`src/rtl/cc_useq_pkg.sv`:
```
// Shared constants for the microsequencer: branch condition codes, PSR flag
// positions and the instruction-register fields used by DECODE and JIR13.
package cc_useq_pkg;

  localparam int COND_NEXT   = 0;
  localparam int COND_JN     = 1;
  localparam int COND_JZ     = 2;
  localparam int COND_JV     = 3;
  localparam int COND_JC     = 4;
  localparam int COND_JIR13  = 5;
  localparam int COND_JMP    = 6;
  localparam int COND_DECODE = 7;
  localparam int COND_CALL   = 8;
  localparam int COND_RET    = 9;

  // PSR is packed {n,z,v,c}, so n is the most significant bit
  localparam int FLAG_N = 3;
  localparam int FLAG_Z = 2;
  localparam int FLAG_V = 1;
  localparam int FLAG_C = 0;

  localparam int IR_OP_HI  = 31;
  localparam int IR_OP_LO  = 30;
  localparam int IR_OP3_HI = 24;
  localparam int IR_OP3_LO = 19;
  localparam int IR_BIT13  = 13;

endpackage

```
`src/rtl/cc_useq_stack.sv`:
```
// Bounded LIFO of return microaddresses. A single pointer counts the stored
// entries; push and pop never occur together.
module cc_useq_stack #(
  parameter int DEPTH  = 4,
  parameter int ADDR_W = 11
) (
  input  logic              clk,
  input  logic              rst,
  input  logic              push,
  input  logic              pop,
  input  logic [ADDR_W-1:0] push_data,
  output logic [ADDR_W-1:0] pop_data,
  output logic              full,
  output logic              empty
);

  localparam int PW = $clog2(DEPTH + 1);
  localparam int IW = (DEPTH > 1) ? $clog2(DEPTH) : 1;

  logic [PW-1:0]     sp;
  logic [IW-1:0]     wr_idx;
  logic [IW-1:0]     top_idx;
  logic [ADDR_W-1:0] mem [DEPTH];

  assign full    = (sp == PW'(DEPTH));
  assign empty   = (sp == '0);
  assign wr_idx  = IW'(sp);
  assign top_idx = IW'(sp - PW'(1));
  assign pop_data = mem[top_idx];

  // Only the pointer is reset; stale entries are unreachable once sp is 0
  always_ff @(posedge clk) begin
    if (rst) begin
      sp <= '0;
    end else if (push && !full) begin
      sp <= sp + PW'(1);
    end else if (pop && !empty) begin
      sp <= sp - PW'(1);
    end
  end

  always_ff @(posedge clk) begin
    if (push && !full && !rst) begin
      mem[wr_idx] <= push_data;
    end
  end

endmodule

```
`src/rtl/cc_microsequencer.sv`:
```
// Control-store address sequencer: incrementer, condition branches, PSR,
// memory-ACK stalling and a bounded CALL/RET return stack.
module cc_microsequencer
  import cc_useq_pkg::*;
#(
  parameter int ADDR_W      = 11,
  parameter int COND_W      = 4,
  parameter int STACK_DEPTH = 4,
  parameter int FLAG_W      = 4
) (
  input  logic              CLOCK_50,
  input  logic              RESET_InHigh,
  input  logic [COND_W-1:0] mir_cond,
  input  logic [ADDR_W-1:0] mir_jump_addr,
  input  logic              mir_rd,
  input  logic              mir_wr,
  input  logic              mem_ack,
  input  logic [31:0]       ir,
  input  logic [FLAG_W-1:0] alu_flags,
  input  logic              set_cc,
  output logic [ADDR_W-1:0] csa_addr,
  output logic [FLAG_W-1:0] psr_flags,
  output logic              stall,
  output logic              stack_ovf,
  output logic              stack_unf
);

  logic [ADDR_W-1:0] inc_addr;
  logic [ADDR_W-1:0] decode_addr;
  logic [ADDR_W-1:0] next_addr;
  logic [ADDR_W-1:0] ret_addr;
  logic              stk_full;
  logic              stk_empty;
  logic              is_call;
  logic              is_ret;
  logic              push;
  logic              pop;
  logic              unused_ir_bits;

  assign stall    = (mir_rd | mir_wr) & ~mem_ack;
  assign inc_addr = csa_addr + ADDR_W'(1);
  assign decode_addr = ADDR_W'({1'b1, ir[IR_OP_HI:IR_OP_LO],
                                ir[IR_OP3_HI:IR_OP3_LO], 2'b00});
  assign unused_ir_bits = ^{ir[29:25], ir[18:14], ir[12:0]};

  assign is_call = (mir_cond == COND_W'(COND_CALL));
  assign is_ret  = (mir_cond == COND_W'(COND_RET));
  assign push    = is_call & ~stall & ~stk_full;
  assign pop     = is_ret & ~stall & ~stk_empty;

  // Flag branches look at the registered PSR, so a same-cycle set_cc is not seen
  always_comb begin
    next_addr = inc_addr;
    case (mir_cond)
      COND_W'(COND_JN):     if (psr_flags[FLAG_N]) next_addr = mir_jump_addr;
      COND_W'(COND_JZ):     if (psr_flags[FLAG_Z]) next_addr = mir_jump_addr;
      COND_W'(COND_JV):     if (psr_flags[FLAG_V]) next_addr = mir_jump_addr;
      COND_W'(COND_JC):     if (psr_flags[FLAG_C]) next_addr = mir_jump_addr;
      COND_W'(COND_JIR13):  if (ir[IR_BIT13])      next_addr = mir_jump_addr;
      COND_W'(COND_JMP):    next_addr = mir_jump_addr;
      COND_W'(COND_DECODE): next_addr = decode_addr;
      COND_W'(COND_CALL):   next_addr = mir_jump_addr;
      COND_W'(COND_RET):    next_addr = stk_empty ? mir_jump_addr : ret_addr;
      default:              next_addr = inc_addr;
    endcase
  end

  always_ff @(posedge CLOCK_50) begin
    if (RESET_InHigh) begin
      csa_addr  <= '0;
      psr_flags <= '0;
      stack_ovf <= 1'b0;
      stack_unf <= 1'b0;
    end else if (!stall) begin
      csa_addr <= next_addr;
      if (set_cc)              psr_flags <= alu_flags;
      if (is_call && stk_full) stack_ovf <= 1'b1;
      if (is_ret && stk_empty) stack_unf <= 1'b1;
    end
  end

  cc_useq_stack #(
    .DEPTH  (STACK_DEPTH),
    .ADDR_W (ADDR_W)
  ) u_stack (
    .clk       (CLOCK_50),
    .rst       (RESET_InHigh),
    .push      (push),
    .pop       (pop),
    .push_data (inc_addr),
    .pop_data  (ret_addr),
    .full      (stk_full),
    .empty     (stk_empty)
  );

endmodule
```
`config.mk`:
```
export PLATFORM = sky130hd
export DESIGN_NAME = cc_microsequencer
export DESIGN_NICKNAME = d
export VERILOG_FILES = /design/src/rtl/cc_useq_pkg.sv /design/src/rtl/cc_useq_stack.sv /design/src/rtl/cc_microsequencer.sv
export SDC_FILE = /design/constraint.sdc
export NUM_CORES = 1
export LEC_CHECK = 0
export ABC_AREA = 1
export CAP_MARGIN = 20
export CORE_UTILIZATION = 43
export DETAILED_ROUTE_END_ITERATION = 12
export GPL_TIMING_DRIVEN = 1
export PLACE_DENSITY = 0.76
export SLEW_MARGIN = 20
export SYNTH_ARGS = -nofsm -noshare
export SYNTH_HDL_FRONTEND = slang
export SYNTH_SLANG_ARGS = --single-unit
```
`constraint.sdc`:
```
create_clock -name CLOCK_50 -period 2.96 [get_ports CLOCK_50]
set_clock_uncertainty 0.2 [all_clocks]
set_input_delay 0.592 -clock CLOCK_50 [delete_from_list [all_inputs] [get_ports CLOCK_50]]
set_output_delay 0.592 -clock CLOCK_50 [all_outputs]
set_load 0.05 [all_outputs]
```
After elaboration in Yosys (flattened, before gate mapping)
Memories as Yosys holds them, arrays and structs flattened. Index checks and enable logic that the tools add are counted. W data, S select, Z words.

Equality and inequality tests: 10. Add/sub/neg operators: 3. Reductions and logical operators: 14. Bitwise operators: 10. Mux-type cells: 11.

Operators by type and width (count): $pmux W11 S8 (1); $mux W11 (6); $eq A4 B3 Y1 const B (4); $add A11 B1 Y11 const B (1); $eq A4 B2 Y1 const B (2); $eq A4 B4 Y1 const B (2); $mux W3 (2); $reduce_and A2 Y1 (3); $and A1 B1 Y1 (5); $logic_and A1 B1 Y1 (5); $eq A4 B1 Y1 const B (1); $not A1 Y1 (4); $add A3 B1 Y3 const B (1); $eq A3 B3 Y1 const B (1); $logic_not A1 Y1 (3); $logic_not A3 Y1 (1); $sub A3 B1 Y3 const B (1); $mux W1 (2); $reduce_bool A2 Y1 (1); $reduce_or A2 Y1 (1); $or A1 B1 Y1 (1).

Input port bits: 57. Register bits after elaboration: 20. Logic and storage cells: 54. RAM bits: 44. Memories kept: 1.

Memory list: u_stack.mem (depth 4, bits a word 11, read ports 1, clocked after Yosys merged registers in 0, write ports 1, line cc_useq_stack.sv:23) `logic [ADDR_W-1:0] mem [DEPTH];`.

Depth between registers and ports, before layout
Gate-level depths: netlist of the first run.

Depth in word-level cells: 9. Gate-level depth with buffers: 13.

By module
A second synthesis of the first run with hierarchy kept.

Cells, all modules: 473. Area, all modules: 3638.5 µm².

Modules (own cells, without submodules): cc_useq_stack (instances 1, area an instance 1940.6 µm², cells an instance 156, sequential area each 1381.3 µm²); cc_microsequencer (instances 1, area an instance 1697.9 µm², cells an instance 317, sequential area each 340.3 µm²).

Worst setup path after synthesis of the first run
Ideal clock, no wire load.

Path type: reg-to-reg. From: register u_stack.sp[0]. To: memory u_stack.mem[1][0], enable pin. Path slack: 0.514 ns. Stages on the path, launching flop included: 10. Period minus slack after synthesis: 2.446 ns. Library setup time: 0.378 ns. Arrival: 1.868 ns. Path through: dfxtp_1 buf_2 inv_1 buf_4 ha_1 nand2_1 nand3_1 inv_1 nand2_1 nor2_1.

Longest elaborated chain between the ends: 7. Elaborated cells on any way between the ends: 8. Those cells by class: eq/ne: 1; mux: 2; bitwise: 2; reduce/logical: 3.

RTL lines: start, declared (line cc_useq_stack.sv:20) `logic [PW-1:0] sp;`; start signal, assigned (line cc_useq_stack.sv:36) `sp <= sp + PW'(1);`; start signal, assigned (line cc_useq_stack.sv:38) `sp <= sp - PW'(1);`; $eq A3 B3 Y1 (line cc_useq_stack.sv:25) `assign full = (sp == PW'(DEPTH));`; $not A1 Y1 (line cc_microsequencer.sv:48) `assign push = is_call & ~stall & ~stk_full;`; $and A1 B1 Y1 (line cc_microsequencer.sv:48); $logic_and A1 B1 Y1 (2 in a row) (line cc_useq_stack.sv:43) `if (push && !full && !rst) begin`; $mux W1 (line cc_useq_stack.sv:43); $mux W1 (implied by the code) (line cc_useq_stack.sv:44) `mem[wr_idx] <= push_data;`; end, declared (line cc_useq_stack.sv:23).

Parallel ways exist; a longest one is shown, timed or not.

Worst setup path in the final report of the first run
From: input port mir_cond[1]. To: memory u_stack.mem[1][1], enable pin.

Longest elaborated chain between the ends: 7.

RTL lines: start, declared (line cc_microsequencer.sv:13) `input logic [COND_W-1:0] mir_cond,`; $eq A4 B4 Y1 (line cc_microsequencer.sv:46) `assign is_call = (mir_cond == COND_W'(COND_CALL));`; $and A1 B1 Y1 (2 in a row) (line cc_microsequencer.sv:48); $logic_and A1 B1 Y1 (2 in a row) (line cc_useq_stack.sv:43); $mux W1 (line cc_useq_stack.sv:43); $mux W1 (implied by the code) (line cc_useq_stack.sv:44).

No other way between the ends.

==> impl_metrics.py, run 1 <==
metrics = {
    "pwr": {
        "p_leak_uw": 0.00192,
        "worst_ir_drop_vdd_mv": 0.276,
        "p_per_area_nw_per_um2": 495,
    },
    "clocking": {
        "path_clk_slew_ns": 0.06,
        "clock_path_buffers": 2,
        "htreeDepth": 3,
        "clk_latency_ns": 0.33,
        "cts_hold_buf": 0,
        "post_cts.repair.setup_buffers": 0,
        "cts_resized": 0,
        "cts_root_buf": "clkbuf_8",
        "tritoncts": "done",
        "cts.sinks": 64,
        "cts_buffers": 9,
    },
    "route": {
        "drt-wirelength-per-cell_um": 14.0,
        "met3_length_um": 514,
        "wl_met1_mm": 3.80,
        "avgViaCountPerCell": 5.24,
        "vias": 3274,
        "antenna_left": 0,
        "wl_mm": 8.77,
        "first_pass_iters": 5,
        "route.met2.wl_mm": 4.33,
        "top_layer": "met4",
        "first_iter_violations": 215,
        "drc": 0,
    },
    "yosys": {
        "yosys.area.top_type": "edfxtp_1",
        "syn_nets": 521,
        "syn_inst": 458,
        "yosys_warnings": 0,
        "syn_area_um2": 3580,
        "ys_types": 35,
        "avgSynthCellArea_um2": 7.82,
        "synth_seq_area_share": 0.481,
        "ys_ff_latch": 64,
        "synth.top_cell.area_share": 0.369,
        "netlist_top_cells_area": "edfxtp_1 (37%), nand2_1 (15%), dfxtp_1 (11%)",
    },
    "setup_path": {
        "crit_type": "in -> reg",
        "r2r-start": "u_stack.sp[1]$_SDFFE_PP0P_",
        "crit_arrival_ns": 2.33,
        "cpMaxStageDelayCell": "clkdlybuf4s50_1",
        "cp_top_family": "buffers and inverters",
        "reg2reg_slack_ns": 0.65,
        "path_cells": "clkdlybuf4s50_1 -> nor2_1 -> nand3_1 -> inv_2 -> nand3_1 -> inv_1 -> nand2_1 -> nor2_1 -> buf_4",
        "setup.worst_path.start_class": "input port",
        "required_ns": 2.79,
        "cp.buffers_inverters": 4,
        "path_max_fanout": 11,
        "crit_path_end_kind": "register",
        "startpoint": "mir_cond[1]",
        "critPathMaxStageDelay_ns": 0.51,
    },
    "worst_hold_path": {
        "min_path_type": "reg -> reg",
        "hold_start": "stack_unf$_SDFFE_PP0P_",
    },
    "run_status": {
        "status": "finished, final reports clean",
    },
    "finish": {
        "fin_cells": 625,
        "final_common_cell": "nand2_1",
        "layout.nets": 581,
        "utilization": 0.562,
        "layout_common_cells": "nand2_1 (140), nor2_1 (59), clkdlybuf4s50_1 (50), nand3_1 (45), edfxtp_1 (44)",
        "drive_gt1_frac": 0.0994,
        "area_growth_pct": 23.8,
        "num_antenna_cells": 0,
    },
    "timing": {
        "slew_headroom": 0.641,
        "max_freq_mhz": 400,
        "drv_slew": 0,
        "fin_setup_tns_ns": 0,
        "setup_viol": 0,
        "fin_crit_sh": 0.844,
        "hold_viol": 0,
        "worstMarginPinSlew_ns": 0.536,
        "fin_crit_ns": 2.50,
        "grt_setup_unrepaired": "no",
    },
    "placement": {
        "gp_congestion": 0.877,
        "post-dp-hpwl_mm": 6.31,
        "port_buffers": 51,
        "dp.cells": 609,
    },
    "grt": {
        "antenna_found_initial": 0,
        "grt_max_degree": 27,
        "grt_pass1_wl_mm": 14.4,
        "grt_remaining_overflow": 0,
        "gr-usage-all-layers": 0.214,
        "grt_pass1_vias": 3006,
    },
    "floorplanning": {
        "chipHeight_um": 93.3,
        "dieArea_um2": 8700,
        "num_rows": 32,
        "die_w_um": 93.3,
        "fp.coreArea_um2": 7890,
        "start_util": 0.454,
        "ios": 75,
    },
    "flow_run": {
        "maxCapViolCount": 0,
    },
}
through the flow:
step	worst slack, ns	area, um2	hold WS (ns)	power (uW)
detailed placement	0.163	4220	0.256	1420
floorplan	0.514	3580	0.316	1270
CTS	0.475	4430	0.270	2200
finish	0.461	4430	0.267	2200
global route	0.347	4430	0.303	2280
global placement	0.225	4220	0.258	1410
state kept, by name (all words and copies together), names as in the netlist:
name         count
u_stack.mem     44
csa_addr        11
psr_flags        4
u_stack.sp       3
stack_ovf        1
stack_unf        1
logic make-up after synthesis:
family / count (synthesis) / share of synthesized area
simple gates: 271 / 0.331
flops: 64 / 0.481
buf+inv: 62 / 0.0726
compound gates: 47 / 0.0727
xor+xnor: 8 / 0.0217
fa+ha+maj: 6 / 0.0210
area by class of cell:
class                   count  area [um2]
clock buffers               9         124
clock inverters             7        86.3
fillers                   694        3450
inverters                  49         184
multi-input cells         332        1600
flip-flops and latches     64        1720
well taps                 102         128
repair buffers             62         591
layer usage:
| layer | vias up | GRT usage |
|---|---|---|
| li1 | 1606 | - |
| met1 | 1532 | 0.280 |
| met2 | 124 | 0.355 |
| met3 | 12 | 0.0374 |
| met4 | 0 | 0.0795 |
| met5 | - | 0 |
where the power goes:
group / internal (uW) / total [uW] / switching [uW]
combinational: 142 / 394 / 252
sequential: 987 / 1010 / 27.1
clock: 465 / 788 / 323
total: 1590 / 2200 / 602
path summary, 6_finish.rpt:
path,end,cells past startpoint
max,u_stack.mem[1][1]$_DFFE_PP_,9
min,stack_unf$_SDFFE_PP0P_,1
max reg2reg,csa_addr[3]$_SDFFE_PP0N_,9
min reg2reg,stack_unf$_SDFFE_PP0P_,1
synthesized netlist by cell type:
master    number
nand2_1      140
nor2_1        59
nand3_1       45
edfxtp_1      44
inv_1         42
o21ai_0       22
dfxtp_1       20
a21oi_1       15
buf_2          7
ha_1           6
inv_2          6
xor2_1         6
nand2_2        4
nor2_2         4
a21boi_1       3
buf_4          3
nand3_2        3
nand3b_1       3
nand4_1        3
nor2_4         3
nor3_1         3
a22oi_1        2
clkbuf_1       2
nand2_4        2
a21oi_2        1
buf_6          1
clkinv_1       1
nor3_4         1
o211ai_1       1
o21a_1         1
o21ai_1        1
o21ai_2        1
or2_2          1
xnor2_1        1
xor2_2         1
Note: power is estimated with default switching activity, not from simulation.
==> run 2: changes to the inputs <==
--- a/config.mk
+++ b/config.mk
@@ -10,7 +10,7 @@
 export CORE_UTILIZATION = 43
 export DETAILED_ROUTE_END_ITERATION = 12
 export GPL_TIMING_DRIVEN = 1
-export PLACE_DENSITY = 0.76
+export PLACE_DENSITY = 0.79
 export SLEW_MARGIN = 20
 export SYNTH_ARGS = -nofsm -noshare
 export SYNTH_HDL_FRONTEND = slang
==> constraint.sdc (replaced) <==
create_clock -name CLOCK_50 -period 2.22 [get_ports CLOCK_50]
set_clock_uncertainty 0.2 [all_clocks]
set_input_delay 0.444 -clock CLOCK_50 [delete_from_list [all_inputs] [get_ports CLOCK_50]]
set_output_delay 0.444 -clock CLOCK_50 [all_outputs]
set_load 0.05 [all_outputs]
==> impl_metrics.py, run 2 (synthesized netlist as in run 1, its figures left out) <==
metrics = {
    "clocking": {
        "path_clk_slew_ns": 0.06,
        "clk_latency_ns": 0.35,
        "cts_root_buf": "clkbuf_8",
        "cts_hold_buf": 0,
        "cts_buffers": 9,
        "cts.sinks": 64,
        "htreeDepth": 3,
        "tritoncts": "done",
        "clock_path_buffers": 2,
    },
    "finish": {
        "fin_area_um2": 4610,
        "reg_top3": "u_stack.mem x44, csa_addr x11, psr_flags x4",
        "layout_common_cells": "nand2_1 (140), nor2_1 (55), nand3_1 (45), edfxtp_1 (44), inv_1 (42)",
        "final_common_cell": "nand2_1",
        "num_antenna_cells": 0,
        "top_register": "u_stack.mem",
        "largest_reg_flops": 44,
        "layout.nets": 598,
        "drive_gt1_frac": 0.154,
        "nFillCells": 637,
        "regArea_um2": 1720,
        "multi_input_area_um2": 1610,
        "area_growth_pct": 28.7,
        "utilization": 0.585,
    },
    "setup_path": {
        "cpMaxStageDelayCell": "clkdlybuf4s50_1",
        "crit_type": "reg -> out",
        "r2r_end": "csa_addr[8]$_SDFFE_PP0N_",
        "critPathMaxStageDelay_ns": 0.83,
        "path_max_fanout": 4,
        "crit_path_end_kind": "output pin",
        "cp.buffers_inverters": 1,
        "path_cells": "clkdlybuf4s50_1",
        "required_ns": 1.58,
        "startpoint": "psr_flags[0]$_SDFFE_PP0P_",
        "setup.worst_path.start_class": "register",
        "r2r-start": "u_stack.sp[1]$_SDFFE_PP0P_",
        "cp_top_family": "buffers and inverters",
        "crit_arrival_ns": 1.55,
        "reg2reg_depth": 10,
        "reg2reg_slack_ns": 0.15,
    },
    "grt": {
        "grt_pass1_wl_mm": 14.1,
        "grt_pass1_vias": 2989,
        "gr-usage-all-layers": 0.215,
        "grt_max_degree": 27,
        "antenna_found_initial": 0,
        "grt_remaining_overflow": 0,
    },
    "worst_hold_path": {
        "min_to": "stack_unf$_SDFFE_PP0P_",
        "hold_start": "stack_unf$_SDFFE_PP0P_",
        "min_delay_path_depth": 1,
        "min_path_type": "reg -> reg",
    },
    "route": {
        "drt-wirelength-per-cell_um": 13.6,
        "first_pass_iters": 4,
        "drc": 0,
        "first_iter_violations": 279,
        "antenna_left": 0,
        "wl_mm": 8.70,
        "avgViaCountPerCell": 5.05,
        "vias": 3244,
    },
    "placement": {
        "dpl_cell_area_um2": 4360,
        "gp_congestion": 0.942,
        "port_buffers": 51,
        "post-dp-hpwl_mm": 6.13,
    },
    "floorplanning": {
        "die_w_um": 93.3,
        "num_rows": 32,
        "start_util": 0.454,
        "chipHeight_um": 93.3,
        "dieArea_um2": 8700,
        "ios": 75,
        "fp.coreArea_um2": 7890,
    },
    "timing": {
        "grt_setup_unrepaired": "no",
        "fin_crit_sh": 0.989,
        "slew_headroom": 0.655,
        "fin_setup_tns_ns": 0,
        "setup_viol": 0,
        "fin_crit_ns": 2.20,
        "max_freq_mhz": 455,
        "worstMarginPinSlew_ns": 0.516,
        "drv_slew": 0,
        "hold_viol": 0,
    },
    "pwr": {
        "p_per_area_nw_per_um2": 614,
        "worst_ir_drop_vdd_mv": 0.354,
        "p_leak_uw": 0.00206,
        "power_uw": 2830,
    },
    "flow_run": {
        "maxCapViolCount": 0,
    },
    "run_status": {
        "status": "finished, final reports clean",
    },
}
run 2: how the worst max path moves through the flow:
stage	endpoint	slack, ns	cells after the start
detailed placement	u_stack.mem[3][5]$_DFFE_PP_	-0.16	9
finish	psr_flags[0]	0.02	1
floorplan	u_stack.mem[0][0]$_DFFE_PP_	-0.09	9
global route	psr_flags[0]	0.0003	1
global placement	u_stack.mem[3][5]$_DFFE_PP_	-0.1	9
CTS	csa_addr[3]	0.01	1
run 2: timing repair:
item | in CTS | in global routing
pin swaps | 1 | 0
gates resized for setup | 1 | 4
endpoints found under the setup margin | 2 | 6
setup buffers | 1 | 3
cloned | 0 | 0
run 2: final cells by class:
type | count | area share
multi-input cells | 332 | 0.349
repair buffers | 79 | 0.167
well taps | 102 | 0.0277
flip-flops and latches | 64 | 0.373
clock inverters | 4 | 0.00570
inverters | 49 | 0.0407
clock buffers | 12 | 0.0361
run 2: power by group:
group	total (uW)	internal (uW)	switching (uW)
combinational	542	204	338
sequential	1350	1320	35.8
clock	938	501	437
run 2: stage by stage:
| step | hold slack [ns] | setup slack [ns] | instances |
|---|---|---|---|
| 6_report | 0.268 | 0.0236 | 642 |
| 4_1_cts | 0.274 | 0.0145 | 639 |
| 2_1_floorplan | 0.313 | -0.0878 | 458 |
| 3_5_place_dp | 0.257 | -0.157 | 622 |
| 3_3_place_gp | 0.254 | -0.0967 | 622 |
| 5_1_grt | 0.303 | 0.000331 | 642 |
run 2: metal layers:
metal | vias up | GRT usage | part of all wire
met5 | - | 0 | 0
met2 | 113 | 0.360 | 0.49
met4 | 0 | 0.0910 | 0.020
li1 | 1644 | - | -
met1 | 1468 | 0.263 | 0.43
met3 | 19 | 0.0520 | 0.070
